`src/rtl/sseg_pkg.sv`:
```
`default_nettype none
// +--------------------------------------------------------------------+
// | sseg_pkg : shared constants and types for the display feeder       |
// | Rev 1.0                                                            |
// +--------------------------------------------------------------------+
package sseg_pkg;

    localparam logic [31:0] c_addr_data = 32'h1100_00C0;
    localparam logic [31:0] c_addr_ctrl = 32'h1100_00C4;

    localparam int c_mode_bit  = 0;
    localparam int c_flush_bit = 1;

    typedef enum logic [0:0] {
        ST_IDLE = 1'b0,
        ST_HOLD = 1'b1
    } state_t;

endpackage
`default_nettype wire

```
`src/rtl/sseg_io_ctrl_btn_debounce.sv`:
```
`default_nettype none
// +--------------------------------------------------------------------+
// | btn_debounce : 2-flop synchroniser, debouncer and rise pulse       |
// | Rev 1.0                                                            |
// +--------------------------------------------------------------------+
module btn_debounce #(
    parameter int DB_CYCLES = 500_000
) (
    input  logic clk,
    input  logic rst_n,
    input  logic i_btn,
    output logic o_stable,
    output logic o_rise
);

    localparam int                  c_cnt_w    = (DB_CYCLES > 1) ? $clog2(DB_CYCLES) : 1;
    localparam logic [c_cnt_w-1:0]  c_cnt_last = c_cnt_w'(DB_CYCLES - 1);
    localparam logic [c_cnt_w-1:0]  c_cnt_one  = c_cnt_w'(1);

    logic               r_sync1;
    logic               r_sync2;
    logic               r_stable;
    logic [c_cnt_w-1:0] r_cnt;

    always_ff @(posedge clk or negedge rst_n) begin
        if (!rst_n) begin
            r_sync1  <= 1'b0;
            r_sync2  <= 1'b0;
            r_stable <= 1'b0;
            r_cnt    <= '0;
        end else begin
            r_sync1 <= i_btn;
            r_sync2 <= r_sync1;
            if (r_sync2 == r_stable) begin
                r_cnt <= '0;
            end else if (r_cnt == c_cnt_last) begin
                r_stable <= r_sync2;
                r_cnt    <= '0;
            end else begin
                r_cnt <= r_cnt + c_cnt_one;
            end
        end
    end

    // High during the cycle whose edge promotes a press into the stable value
    assign o_rise   = r_sync2 & ~r_stable & (r_cnt == c_cnt_last);
    assign o_stable = r_stable;

endmodule
`default_nettype wire

```
`src/rtl/sseg_io_ctrl.sv`:
```
`default_nettype none
// +--------------------------------------------------------------------+
// | sseg_io_ctrl : IOBUS-mapped, rate-limited feeder for a 7-seg driver|
// | Rev 1.0                                                            |
// +--------------------------------------------------------------------+
module sseg_io_ctrl
    import sseg_pkg::*;
#(
    parameter logic [31:0] ADDR_DATA   = c_addr_data,
    parameter logic [31:0] ADDR_CTRL   = c_addr_ctrl,
    parameter int          HOLD_CYCLES = 5_000_000,
    parameter int          DB_CYCLES   = 500_000
) (
    input  logic        CLK,
    input  logic        RST_N,
    input  logic [31:0] IOBUS_ADDR,
    input  logic [31:0] IOBUS_OUT,
    input  logic        IOBUS_WR,
    input  logic        BTN_MODE,
    output logic [31:0] IOBUS_IN,
    output logic [15:0] DISP_DATA,
    output logic        DISP_MODE,
    output logic        HOLD_ACTIVE
);

    localparam int                   c_hold_w      = (HOLD_CYCLES > 1) ? $clog2(HOLD_CYCLES) : 1;
    localparam logic [c_hold_w-1:0]  c_hold_reload = c_hold_w'(HOLD_CYCLES - 1);
    localparam logic [c_hold_w-1:0]  c_hold_one    = c_hold_w'(1);

    state_t              r_state;
    state_t              w_state_nxt;
    logic [c_hold_w-1:0] r_hold_cnt;
    logic [c_hold_w-1:0] w_hold_cnt_nxt;
    logic [15:0]         r_disp_data;
    logic [15:0]         w_disp_data_nxt;
    logic [15:0]         r_pend;
    logic [15:0]         w_pend_nxt;
    logic                r_pend_valid;
    logic                w_pend_valid_nxt;
    logic                r_disp_mode;

    logic w_wr_data;
    logic w_wr_ctrl;
    logic w_flush;
    logic w_btn_rise;
    logic w_btn_stable;
    logic w_unused;

    assign w_wr_data = IOBUS_WR && (IOBUS_ADDR == ADDR_DATA);
    assign w_wr_ctrl = IOBUS_WR && (IOBUS_ADDR == ADDR_CTRL);
    assign w_flush   = w_wr_ctrl && IOBUS_OUT[c_flush_bit];
    assign w_unused  = ^{IOBUS_OUT[31:16], w_btn_stable};

    btn_debounce #(
        .DB_CYCLES (DB_CYCLES)
    ) u_btn_debounce (
        .clk      (CLK),
        .rst_n    (RST_N),
        .i_btn    (BTN_MODE),
        .o_stable (w_btn_stable),
        .o_rise   (w_btn_rise)
    );

    always_ff @(posedge CLK or negedge RST_N) begin
        if (!RST_N) begin
            r_state      <= ST_IDLE;
            r_hold_cnt   <= '0;
            r_disp_data  <= '0;
            r_pend       <= '0;
            r_pend_valid <= 1'b0;
            r_disp_mode  <= 1'b0;
        end else begin
            r_state      <= w_state_nxt;
            r_hold_cnt   <= w_hold_cnt_nxt;
            r_disp_data  <= w_disp_data_nxt;
            r_pend       <= w_pend_nxt;
            r_pend_valid <= w_pend_valid_nxt;
            // An explicit mode write overrides a coincident button toggle
            if (w_wr_ctrl) begin
                r_disp_mode <= IOBUS_OUT[c_mode_bit];
            end else if (w_btn_rise) begin
                r_disp_mode <= ~r_disp_mode;
            end
        end
    end

    always_comb begin
        w_state_nxt      = r_state;
        w_hold_cnt_nxt   = r_hold_cnt;
        w_disp_data_nxt  = r_disp_data;
        w_pend_nxt       = r_pend;
        w_pend_valid_nxt = r_pend_valid;
        case (r_state)
            ST_IDLE: begin
                if (w_wr_data) begin
                    w_disp_data_nxt = IOBUS_OUT[15:0];
                    w_hold_cnt_nxt  = c_hold_reload;
                    w_state_nxt     = ST_HOLD;
                end
            end
            ST_HOLD: begin
                if (r_hold_cnt != '0) begin
                    w_hold_cnt_nxt = r_hold_cnt - c_hold_one;
                    if (w_wr_data) begin
                        w_pend_nxt       = IOBUS_OUT[15:0];
                        w_pend_valid_nxt = 1'b1;
                    end else if (w_flush && r_pend_valid) begin
                        w_disp_data_nxt  = r_pend;
                        w_pend_valid_nxt = 1'b0;
                        w_hold_cnt_nxt   = c_hold_reload;
                    end
                end else if (w_wr_data) begin
                    w_disp_data_nxt  = IOBUS_OUT[15:0];
                    w_pend_valid_nxt = 1'b0;
                    w_hold_cnt_nxt   = c_hold_reload;
                end else if (r_pend_valid) begin
                    // Covers a flush landing on expiry: pending value loads once
                    w_disp_data_nxt  = r_pend;
                    w_pend_valid_nxt = 1'b0;
                    w_hold_cnt_nxt   = c_hold_reload;
                end else begin
                    w_state_nxt = ST_IDLE;
                end
            end
            default: w_state_nxt = ST_IDLE;
        endcase
    end

    always_comb begin
        IOBUS_IN = '0;
        if (IOBUS_ADDR == ADDR_DATA) begin
            IOBUS_IN = {16'b0, r_disp_data};
        end else if (IOBUS_ADDR == ADDR_CTRL) begin
            IOBUS_IN = {29'b0, r_pend_valid, HOLD_ACTIVE, r_disp_mode};
        end
    end

    assign HOLD_ACTIVE = (r_state == ST_HOLD);
    assign DISP_DATA   = r_disp_data;
    assign DISP_MODE   = r_disp_mode;

endmodule
`default_nettype wire
```
`config.mk`:
```
export PLATFORM = sky130hd
export DESIGN_NAME = sseg_io_ctrl
export DESIGN_NICKNAME = d
export VERILOG_FILES = /design/src/rtl/sseg_pkg.sv /design/src/rtl/sseg_io_ctrl_btn_debounce.sv /design/src/rtl/sseg_io_ctrl.sv
export SDC_FILE = /design/constraint.sdc
export NUM_CORES = 1
export LEC_CHECK = 0
export ABC_CLOCK_PERIOD_IN_PS = 2700
export CORE_MARGIN = 5
export CORE_UTILIZATION = 30
export DETAILED_ROUTE_END_ITERATION = 12
export PLACE_DENSITY_LB_ADDON = 0.3
export SETUP_SLACK_MARGIN = 0.3
export SLEW_MARGIN = 20
export SYNTH_ARGS = -nofsm -noshare
export SYNTH_HDL_FRONTEND = slang
export SYNTH_SLANG_ARGS = --single-unit
```
`constraint.sdc`:
```
create_clock -name CLK -period 2.7 [get_ports CLK]
set_input_delay 0.675 -clock CLK [delete_from_list [all_inputs] [get_ports CLK]]
set_output_delay 0.675 -clock CLK [all_outputs]
set_load 0.01 [all_outputs]
```
==> results.tsv, run 1 <==
stage	metric	value	unit
clock_network	h-tree-depth	3	
critical_path	crit_start	IOBUS_ADDR[14]	
critical_path	startpoint_type	primary input	
timing	fmax	358.9	MHz
logic_synthesis	ys_seq_elements	80	
job	drv_cap	0	
critical_path	worstPathRequired	2030	ps
logic_synthesis	yosysUniqueCellTypes	50	
clock_network	cts_tree	built	
grt	grt_pass1_wl	18.24	mm
pwr	finalPower	2530	uW
layout	fillerInstances	1273	
critical_path	crit_path_end_kind	output port	
pwr	vdd_ir_drop_max	0.0003413	V
critical_path	regToRegSetupSlack	180	ps
critical_path	r2r_start	r_hold_cnt[0]$_DFFE_PN0P_	
pwr	cellPowerDensity	391.9	nW/um^2
logic_synthesis	synth.most_common_cell	dfrtp_1	
grt	antenna_found_initial	0	
logic_synthesis	yosysWarningCount	0	
floorplan	num_rows	43	
clock_network	cts.sinks	80	
route	drt_iter0_drc	196	
timing	rsz0062_at_grt	true	
floorplan	io_pins	118	
layout	regArea	2002	um^2
timing	fin_crit	2786	ps
clock_network	cts_root_buf	clkbuf_16	
route	drtPass1Iterations	4	
timing	slew_headroom	54.67	%
grt	track_usage	13.78	%
critical_path	cp_cell_sequence	buf_2, nor4_2, nand4_1, or2_1, nor2_2, buf_12, buf_12, and2_4, buf_6	
grt	grt_start_max_net_pins	46	
floorplan	start_util	30.66	%
logic_synthesis	synth_top_area_share	46.85	%
critical_path	cpPeakStageDelay	270	ps
timing	tightest_slew	673.8	ps
layout	area_growth	51.07	%
critical_path	rr_endpoint	DISP_DATA[11]$_DFFE_PN0P_	
layout	n_antenna_cell	0	
logic_synthesis	synth_common_cells	dfrtp_1, nor2_1, o21ai_0, a21oi_1, nand2_1	
placement	gp_congestion	0.7798	
timing	fin_skew	9.628	ps
timing	period_share	103.2	%
route	ant_nets	0	
logic_synthesis	syn_inst	431	
critical_path	cp_common_cell	buf_12	
clock_network	cts_hold_buf	0	
timing	hold_viol_final	0	
critical_path	critPathSlowestCell	or2_1	
critical_path	crit_fanout	6	
timing	setup_ws	-86.39	ps
placement	dpl_cell_area	5533	um^2
layout	final_util	46.32	%
logic_synthesis	synthTopCellsByArea	dfrtp_1, mux2i_1, mux2_2, o21ai_0, nor2_1	
layout	final_net_count	632	
timing	setup_viol	11	
timing	tns	-752.0	ps
floorplan	die_y	129.3	um
logic_synthesis	yosysTopAreaCell	dfrtp_1	
grt	globalRouteOverflowTotal	0	
clock_network	clkLatencyLatePin	340	ps
logic_synthesis	syn_avg_cell_area	9.914	um^2
placement	port_buffers	85	
clock_network	numCtsBuffers	9	
layout	fin_area	6455	um^2
clock_network	clk_path_buf_depth	2	
critical_path	r2r_cells	12	
clock_network	path_clk_slew	60	ps
layout	drive_gt1_share	37.52	%
critical_path	critPathArrivalTime	2110	ps
placement	detailed_place_hpwl	7.886	mm
logic_synthesis	synth-edff-count	0	
floorplan	die_width	129.3	um
critical_path	crit_type	in -> out	
logic_synthesis	synth_area	4273	um^2
floorplan	die_area	16730	um^2
route	vias_per_cell	4.882	
logic_synthesis	synthArstFlopShare	100.0	%
grt	grt_pass1_vias	3562	
route	post_drt_wl_per_cell	16.25	um
floorplan	core_area	13930	um^2
outcome	violations	negative setup slack	
outcome	status	finished with violations	
timing	drv_slew	0	
layout	multi_input_area	2370	um^2
pwr	p_leak	0.002803	uW
route	vias	3637	
logic_synthesis	synthFlopType	dfrtp_1	
logic_synthesis	synth-seq-area-share	46.85	%
route	drc	0	
route	drt-total-wl	12.10	mm
hold_path	min_path_type	in -> async	
-- flip-flops by register name, summed over array words and instances (netlist names) --
signal                   cells
DISP_DATA                   16
u_btn_debounce.r_sync1       1
r_hold_cnt                  23
u_btn_debounce.o_stable      1
r_pend_valid                 1
u_btn_debounce.r_sync2       1
HOLD_ACTIVE                  1
DISP_MODE                    1
u_btn_debounce.r_cnt        19
r_pend                      16
-- through the flow --
| step | instances | hold slack [ps] | setup WS, ps |
|---|---|---|---|
| global route | 745 | 367.7 | -219.1 |
| global placement | 701 | 334.3 | -802.8 |
| detailed placement | 701 | 344.2 | -824.1 |
| finish | 745 | 354.2 | -86.39 |
| floorplan | 446 | 331.2 | 183.3 |
| CTS | 726 | 358.5 | -125.8 |
-- cell families (layout without fill, tap and decap cells) --
kind of cell,Yosys count,after routing,synth area share [%]
muxes,37,37,9.165
buffers and inverters,51,170,6.998
DFF,80,80,46.85
other,1,16,0.08776
and+or+nand+nor,144,144,18.33
xor gates and xnor gates,17,17,3.485
AOI/OAI and AO/OA,97,97,13.91
adders and majority gates,4,4,1.171
-- final cells by class --
class	instances	area share, %
repair buffers	140	23.45
clock buffers	11	3.915
well taps	180	3.489
flip-flops and latches	80	31.01
multi-input cells	315	36.71
clock inverters	5	0.6009
inverters	14	0.8141
-- worst max-delay path by stage --
| stage | to | slack (ps) |
|---|---|---|
| floorplan | DISP_DATA[10]$_DFFE_PN0P_ | 180 |
| global placement | IOBUS_IN[15] | -800 |
| detailed placement | IOBUS_IN[15] | -820 |
| CTS | IOBUS_IN[15] | -130 |
| global route | IOBUS_IN[15] | -220 |
| finish | IOBUS_IN[15] | -90 |
-- worst max-delay path, delay by kind of cell --
kind / cells / cell delay, ps
AND/OR/NAND/NOR: 5 / 970
buffers and inverters: 4 / 460
-- routing by layer --
metal | GRT usage, % | part of all wire [%] | vias up
met4 | 3.644 | 1.7 | 0
met1 | 17.30 | 42 | 1815
met3 | 4.040 | 3.7 | 13
met5 | 0 | 0 | -
met2 | 23.26 | 53 | 61
li1 | - | - | 1748
-- what timing repair did --
action,CTS,global route
setup endpoints to repair,71,69
gates resized for setup,199,88
setup buffers,9,11
pin swaps,16,51
gates cloned,0,8
-- cells in the final DEF (no fill, tap or decap), types with 16 or more instances in the layout --
cell / netlist / routed
nor2_1: 42 / 39
clkdlybuf4s50_1: 0 / 37
nand2_1: 23 / 23
conb_1: 1 / 16
a21oi_1: 31 / 16
mux2i_1: 20 / 20
dfrtp_1: 80 / 80
a21oi_2: 10 / 24
buf_4: 16 / 19
buf_2: 7 / 20
buf_6: 5 / 35
-- power by group --
group	internal, uW	switching, uW	total [uW]
Sequential	1200	3.97	1210
Combinational	65.4	69.6	135
Clock	680	507	1190
Total	1950	581	2530
Power figures use the tool's default switching activity.
==> run 2, diff against run 1 <==
Settings changed: ABC_CLOCK_PERIOD_IN_PS 2700 to 3010.
Clock period 2.7 ns to 3.01 ns, I/O delays scaled along.
==> results.tsv, run 2 (synthesis gave the netlist of run 1 again) <==
stage	metric	value	unit	change
floorplan	start_util	30.66	%	unchanged
floorplan	die_y	129.3	um	unchanged
pwr	comb_power_share	5.6	%	+0.3 points
layout	final_common_cell	dfrtp_1		
critical_path	rr_endpoint	DISP_DATA[8]$_DFFE_PN0P_		
pwr	switching_power	547.2	uW	-5.8%
timing	tightest_slew	843.4	ps	+169.6 ps
timing	fin_skew	5.614	ps	-4.014 ps
route	drt-total-wl	11.51	mm	-4.9%
pwr	clockPowerShare	46.5	%	-0.4 points
job	drv_cap	0		unchanged
critical_path	cp_cell_sequence	buf_2, nor4_2, nand4_1, buf_4, buf_6, buf_6, buf_6, buf_6, buf_6, buf_6, buf_6, buf_6, nor4_4, a31o_4, buf_12, o21ai_0, o21ai_1		
critical_path	cpPeakStageDelay	310	ps	+40 ps
critical_path	crit_fanout	8		+2
floorplan	die_width	129.3	um	unchanged
grt	grt_start_max_net_pins	48		+4.3%
critical_path	r2r_start	r_hold_cnt[9]$_DFFE_PN0P_		
clock_network	h-tree-depth	3		unchanged
floorplan	io_pins	118		unchanged
timing	slew_headroom	43.25	%	-11 points
timing	fin_crit	2989	ps	
grt	grt_pass1_vias	3608		+1.3%
hold_path	hp-start	u_btn_debounce.r_sync1$_DFF_PN0_		
placement	gp_congestion	0.7755		-0.55%
grt	antenna_found_initial	0		unchanged
pwr	swShare	24.17	%	+1.2 points
route	drtPass1Iterations	4		unchanged
timing	setup_viol	0		-11
pwr	p_leak	0.002760	uW	-1.5%
hold_path	whs_endpoint	u_btn_debounce.r_sync2$_DFF_PN0_		
timing	rsz0062_at_grt	true		
critical_path	crit_path_end_kind	flip-flop		
clock_network	cts_tree	built		
timing	hold_viol_final	0		unchanged
placement	detailed_place_hpwl	7.800	mm	-1.1%
route	vias_per_cell	4.919		+0.75%
layout	fillerInstances	1289		+1.3%
clock_network	path_clk_slew	70	ps	about the same
critical_path	worstPathRequired	3260	ps	+1230 ps
layout	mostFrequentLayoutCells	dfrtp_1, buf_6, nor2_1		
route	drt_iter0_drc	202		+3.1%
timing	period_share	99.30	%	
timing	setup_ws	21.06	ps	+107.5 ps
timing	fmax	334.6	MHz	
layout	n_antenna_cell	0		unchanged
placement	pre_cts_ws	-692.3	ps	+131.8 ps
outcome	status	finished clean		
layout	largest_reg_flops	23		unchanged
floorplan	core_area	13930	um^2	unchanged
critical_path	startpoint_type	primary input		
critical_path	cp_common_cell	buf_6		
hold_path	hold_depth	0		
critical_path	critPathArrivalTime	3240	ps	+1130 ps
floorplan	num_rows	43		unchanged
layout	drive_gt1_share	37.28	%	-0.25 points
placement	port_buffers	85		unchanged
clock_network	clkLatencyLatePin	340	ps	about the same
clock_network	clk_path_buf_depth	2		unchanged
critical_path	r2r_cells	8		-4
critical_path	crit_type	in -> reg		
grt	track_usage	13.58	%	-0.19 points
critical_path	critPathBufInv	11		+7
hold_path	min_path_type	reg -> reg		
critical_path	regToRegSetupSlack	440	ps	+260 ps
route	ant_nets	0		unchanged
grt	grt_pass1_wl	18.20	mm	-0.22%
layout	area_growth	49.66	%	
layout	reg.largest.list	r_hold_cnt x23, u_btn_debounce.r_cnt x19		
timing	drv_slew	0		unchanged
grt	globalRouteOverflowTotal	0		unchanged
layout	final_net_count	625		-1.1%
layout	fin_cells	738		-0.94%
critical_path	critPathSlowestCell	a31o_4		
route	post_drt_wl_per_cell	15.60	um	-4.0%
placement	place_inst	700		-0.14%
clock_network	numCtsBuffers	9		unchanged
clock_network	cts.sinks	80		unchanged
pwr	intPower	1717	uW	-12%
pwr	vdd_ir_drop_max	0.0002670	V	-22%
critical_path	crit_family	buffers and inverters		
pwr	p_seq_share	47.8	%	about the same
layout	largest_register	r_hold_cnt		
route	drc	0		unchanged
route	vias	3630		-0.19%
floorplan	die_area	16730	um^2	unchanged
clock_network	cts_root_buf	clkbuf_16		
pwr	cellPowerDensity	354.0	nW/um^2	-9.7%
clock_network	cts_hold_buf	0		unchanged
[run 2: cell count changes in the layout (fill, tap and decap cells not counted), moves of 4 or more]
cell and delta:
a21oi_1 -5, a21oi_4 +6, buf_12 -6, buf_2 -5
buf_4 -4, buf_6 +9
[run 2: worst max-delay path by stage]
stage                               from                          to  slack (ps)  cells after the start
final                     IOBUS_ADDR[31]   r_hold_cnt[9]$_DFFE_PN0P_          20                     17
after global routing      IOBUS_ADDR[31]  r_hold_cnt[12]$_DFFE_PN0P_         -90                     18
after global placement     IOBUS_ADDR[6]                 IOBUS_IN[4]        -680                      8
after detailed placement  IOBUS_ADDR[17]                 IOBUS_IN[4]        -690                      8
after floorplan            IOBUS_ADDR[5]                IOBUS_IN[10]         320                      7
after CTS                 IOBUS_ADDR[23]                 IOBUS_IN[6]          30                      9
[run 2: layout make-up]
class	instances	area (um^2)	area share (%)
Clock buffer	9	225.2	3.522
Clock inverter	7	60.06	0.9392
Inverter	14	52.55	0.8218
Multi-Input combinational cell	315	2439	38.13
Sequential cell	80	2002	31.31
Tap cell	180	225.2	3.522
Timing Repair Buffer	133	1391	21.76
[run 2: power by group through the flow]
| stage | clock network, uW | logic [uW] | registers, uW |
|---|---|---|---|
| 2_1_floorplan | 0 | 44.0 | 1100 |
| 3_3_place_gp | 0 | 126 | 1100 |
| 3_5_place_dp | 0 | 129 | 1100 |
| 4_1_cts | 1080 | 117 | 1080 |
| 5_1_grt | 1120 | 142 | 1080 |
| 6_report | 1050 | 127 | 1080 |
[run 2: stage by stage]
step	total power, uW	setup TNS [ps]	hold slack, ps	utilization [%]	area [um^2]
after global routing	2345	-1536	371.8	45.89	6395
after CTS	2285	0	351.6	42.76	5958
after detailed placement	1232	-14200	335.5	39.07	5444
after floorplan	1147	0	331.2	-	4335
after global placement	1230	-13630	336.7	39.07	5444
final	2264	0	353.8	45.89	6395
[run 2: metal layers]
metal | part of all wire, % | global-route usage (%) | vias to the layer above
li1 | - | - | 1734
met1 | 42 | 17.00 | 1806
met2 | 53 | 23.81 | 75
met3 | 3.8 | 2.885 | 15
met4 | 1.0 | 3.582 | 0
met5 | 0 | 0 | -
[run 2: what timing repair did]
| action | in CTS | in global routing |
|---|---|---|
| setup endpoints to repair | 45 | 71 |
| setup buffers | 15 | 2 |
| endpoints found under the hold margin | 0 | 0 |
| gates resized for setup | 223 | 99 |
| pin swaps | 25 | 49 |
| cloned | 3 | 2 |
==> run 3, diff against run 2 <==
--- a/config.mk
+++ b/config.mk
@@ -6,7 +6,7 @@
 export NUM_CORES = 1
 export LEC_CHECK = 0
-export ABC_CLOCK_PERIOD_IN_PS = 3010
+export ABC_CLOCK_PERIOD_IN_PS = 3700
 export CORE_MARGIN = 5
-export CORE_UTILIZATION = 30
+export CORE_UTILIZATION = 52
 export DETAILED_ROUTE_END_ITERATION = 12
 export PLACE_DENSITY_LB_ADDON = 0.3
==> constraint.sdc (replaced) <==
create_clock -name CLK -period 3.7 [get_ports CLK]
set_input_delay 0.74 -clock CLK [delete_from_list [all_inputs] [get_ports CLK]]
set_output_delay 0.74 -clock CLK [all_outputs]
set_load 0.01 [all_outputs]
==> results.tsv, run 3 (synthesis gave the netlist of run 1 again) <==
stage	metric	value	unit	change
outcome	status	finished clean		
hold_path	hp-start	u_btn_debounce.r_sync1$_DFF_PN0_		
job	drv_cap	0		unchanged
layout	reg.largest.list	r_hold_cnt x23, u_btn_debounce.r_cnt x19		
critical_path	critPathSlowestCell	clkdlybuf4s50_1		
route	vias	3425		-5.6%
hold_path	min_path_type	reg -> reg		
floorplan	die_area	10130	um^2	-39%
critical_path	cpPeakStageDelay	470	ps	+160 ps
grt	grt_pass1_vias	3499		-3.0%
floorplan	die_y	100.6	um	-22%
route	drt-total-wl	9.902	mm	-14%
grt	grt_start_max_net_pins	81		+69%
layout	final_net_count	591		-5.4%
clock_network	cts_root_buf	clkbuf_8		
critical_path	r2r_cells	5		-3
grt	antenna_found_initial	0		unchanged
clock_network	cts_hold_buf	0		unchanged
timing	setup_viol	0		unchanged
critical_path	rr_endpoint	r_pend[14]$_DFFE_PN0P_		
clock_network	path_clk_slew	90	ps	+20 ps
route	drc	0		unchanged
grt	track_usage	20.54	%	+7.0 points
grt	grt_pass1_wl	16.80	mm	-7.7%
layout	largest_register	r_hold_cnt		
layout	mostFrequentLayoutCells	dfrtp_1, clkdlybuf4s50_1, nor2_1		
critical_path	crit_path_end_kind	output port		
timing	fin_skew	13.08	ps	+7.466 ps
clock_network	numCtsBuffers	9		unchanged
route	ant_nets	0		unchanged
pwr	cellPowerDensity	305.9	nW/um^2	-14%
timing	hold_viol_final	0		unchanged
timing	slew_headroom	47.75	%	+4.5 points
layout	final_common_cell	dfrtp_1		
critical_path	critPathArrivalTime	2570	ps	-670 ps
layout	largest_reg_flops	23		unchanged
timing	fin_crit	3306	ps	
placement	gp_congestion	0.7826		+0.92%
timing	rsz0062_at_grt	false		
floorplan	die_width	100.6	um	-22%
clock_network	clkLatencyLatePin	360	ps	+20 ps
hold_path	whs_endpoint	u_btn_debounce.r_sync2$_DFF_PN0_		
critical_path	cp_cell_sequence	clkdlybuf4s50_1, nor4bb_4, nand4_1, or2_4, nor2_4, buf_6, and2_1, buf_2		
critical_path	regToRegSetupSlack	820	ps	+380 ps
critical_path	worstPathRequired	2960	ps	-300 ps
floorplan	core_area	8093	um^2	-42%
floorplan	start_util	52.80	%	+22 points
clock_network	h-tree-depth	3		unchanged
critical_path	crit_type	in -> out		
layout	n_antenna_cell	0		unchanged
critical_path	critPathBufInv	3		-8
critical_path	startpoint_type	primary input		
layout	area_growth	24.83	%	
pwr	vdd_ir_drop_max	0.0002473	V	-7.4%
pwr	p_leak	0.002381	uW	-14%
route	post_drt_wl_per_cell	15.74	um	+0.90%
grt	globalRouteOverflowTotal	0		unchanged
timing	fmax	302.5	MHz	
placement	detailed_place_hpwl	7.029	mm	-9.9%
floorplan	num_rows	33		-23%
critical_path	crit_family	simple AND/OR/NAND/NOR gates		
route	drt_iter0_drc	248		+23%
placement	port_buffers	85		unchanged
hold_path	hold_depth	0		unchanged
clock_network	cts_tree	built		
timing	drv_slew	0		unchanged
timing	tightest_slew	783.7	ps	-59.74 ps
floorplan	io_pins	118		unchanged
layout	fin_area	5334	um^2	-17%
clock_network	cts.sinks	80		unchanged
placement	dpl_cell_area	5152	um^2	-5.4%
clock_network	clk_path_buf_depth	2		unchanged
critical_path	crit_fanout	7		-1
critical_path	r2r_start	r_hold_cnt[17]$_DFFE_PN0P_		
route	vias_per_cell	5.445		+11%
timing	period_share	89.34	%	
route	drtPass1Iterations	4		unchanged
layout	drive_gt1_share	16.60	%	-21 points
timing	whs	357.8	ps	+3.985 ps
[run 3: cell types whose count changed in the layout (fill, tap and decap cells not counted), moves of 13 or more]
cell / before / now
a21oi_2: 23 / 10
buf_6: 44 / 3
o21ai_0: 8 / 32
and2_1: 1 / 15
clkdlybuf4s50_1: 37 / 65
and2_4: 14 / 0
a21oi_1: 11 / 31
[run 3: cell type report]
type	instances	area (um^2)
Fill cell	651	2759
Multi-Input combinational cell	315	2053
Sequential cell	80	2002
Timing Repair Buffer	99	899.6
Tap cell	105	131.4
Clock buffer	10	127.6
Clock inverter	6	67.56
Inverter	14	52.55
[run 3: worst reg2reg max path, stage by stage (launching register included)]
cell     delay, ps
dfrtp_1        430
nor4_2         490
nand4_1        380
o21ai_1        360
or3_1          670
mux2_2         430
[run 3: how the worst max path moves through the flow]
stage	start	to	slack (ps)	depth (start not counted)
finish	IOBUS_ADDR[7]	IOBUS_IN[12]	390	8
global route	IOBUS_ADDR[7]	IOBUS_IN[7]	260	8
CTS	IOBUS_ADDR[6]	IOBUS_IN[7]	270	8
detailed placement	IOBUS_ADDR[6]	IOBUS_IN[7]	-20	8
global placement	IOBUS_ADDR[6]	IOBUS_IN[3]	50	8
floorplan	IOBUS_ADDR[5]	IOBUS_IN[10]	940	7
[run 3: metrics by stage]
stage          setup TNS, ps  power, uW  util (%)  worst slack (ps)  cells
3_3_place_gp               0      995.7     63.67             51.14    611
2_1_floorplan              0      932.9         -             938.6    446
4_1_cts                    0       1649     66.43             268.2    629
6_report                   0       1631     65.91             394.3    629
3_5_place_dp          -100.9      997.4     63.67            -17.98    611
5_1_grt                    0       1699     65.91             258.6    629
[run 3: power breakdown]
part	internal, uW	switching [uW]
combinational	55.1	45.7
sequential	877	2.97
clock	314	336
[run 3: per-layer routing]
metal / up-vias / share of wire [%] / track usage, %
met4: 0 / 0.64 / 3.834
li1: 1665 / - / -
met5: - / 0 / 0
met2: 63 / 53 / 35.44
met3: 4 / 4.2 / 5.606
met1: 1693 / 42 / 26.02
[run 3: repair_timing]
item,CTS,global route
setup endpoints to repair,16,15
hold endpoints to repair,0,0
pin swaps,3,5
setup buffers,1,0
gates cloned,1,0
resized for setup,32,26
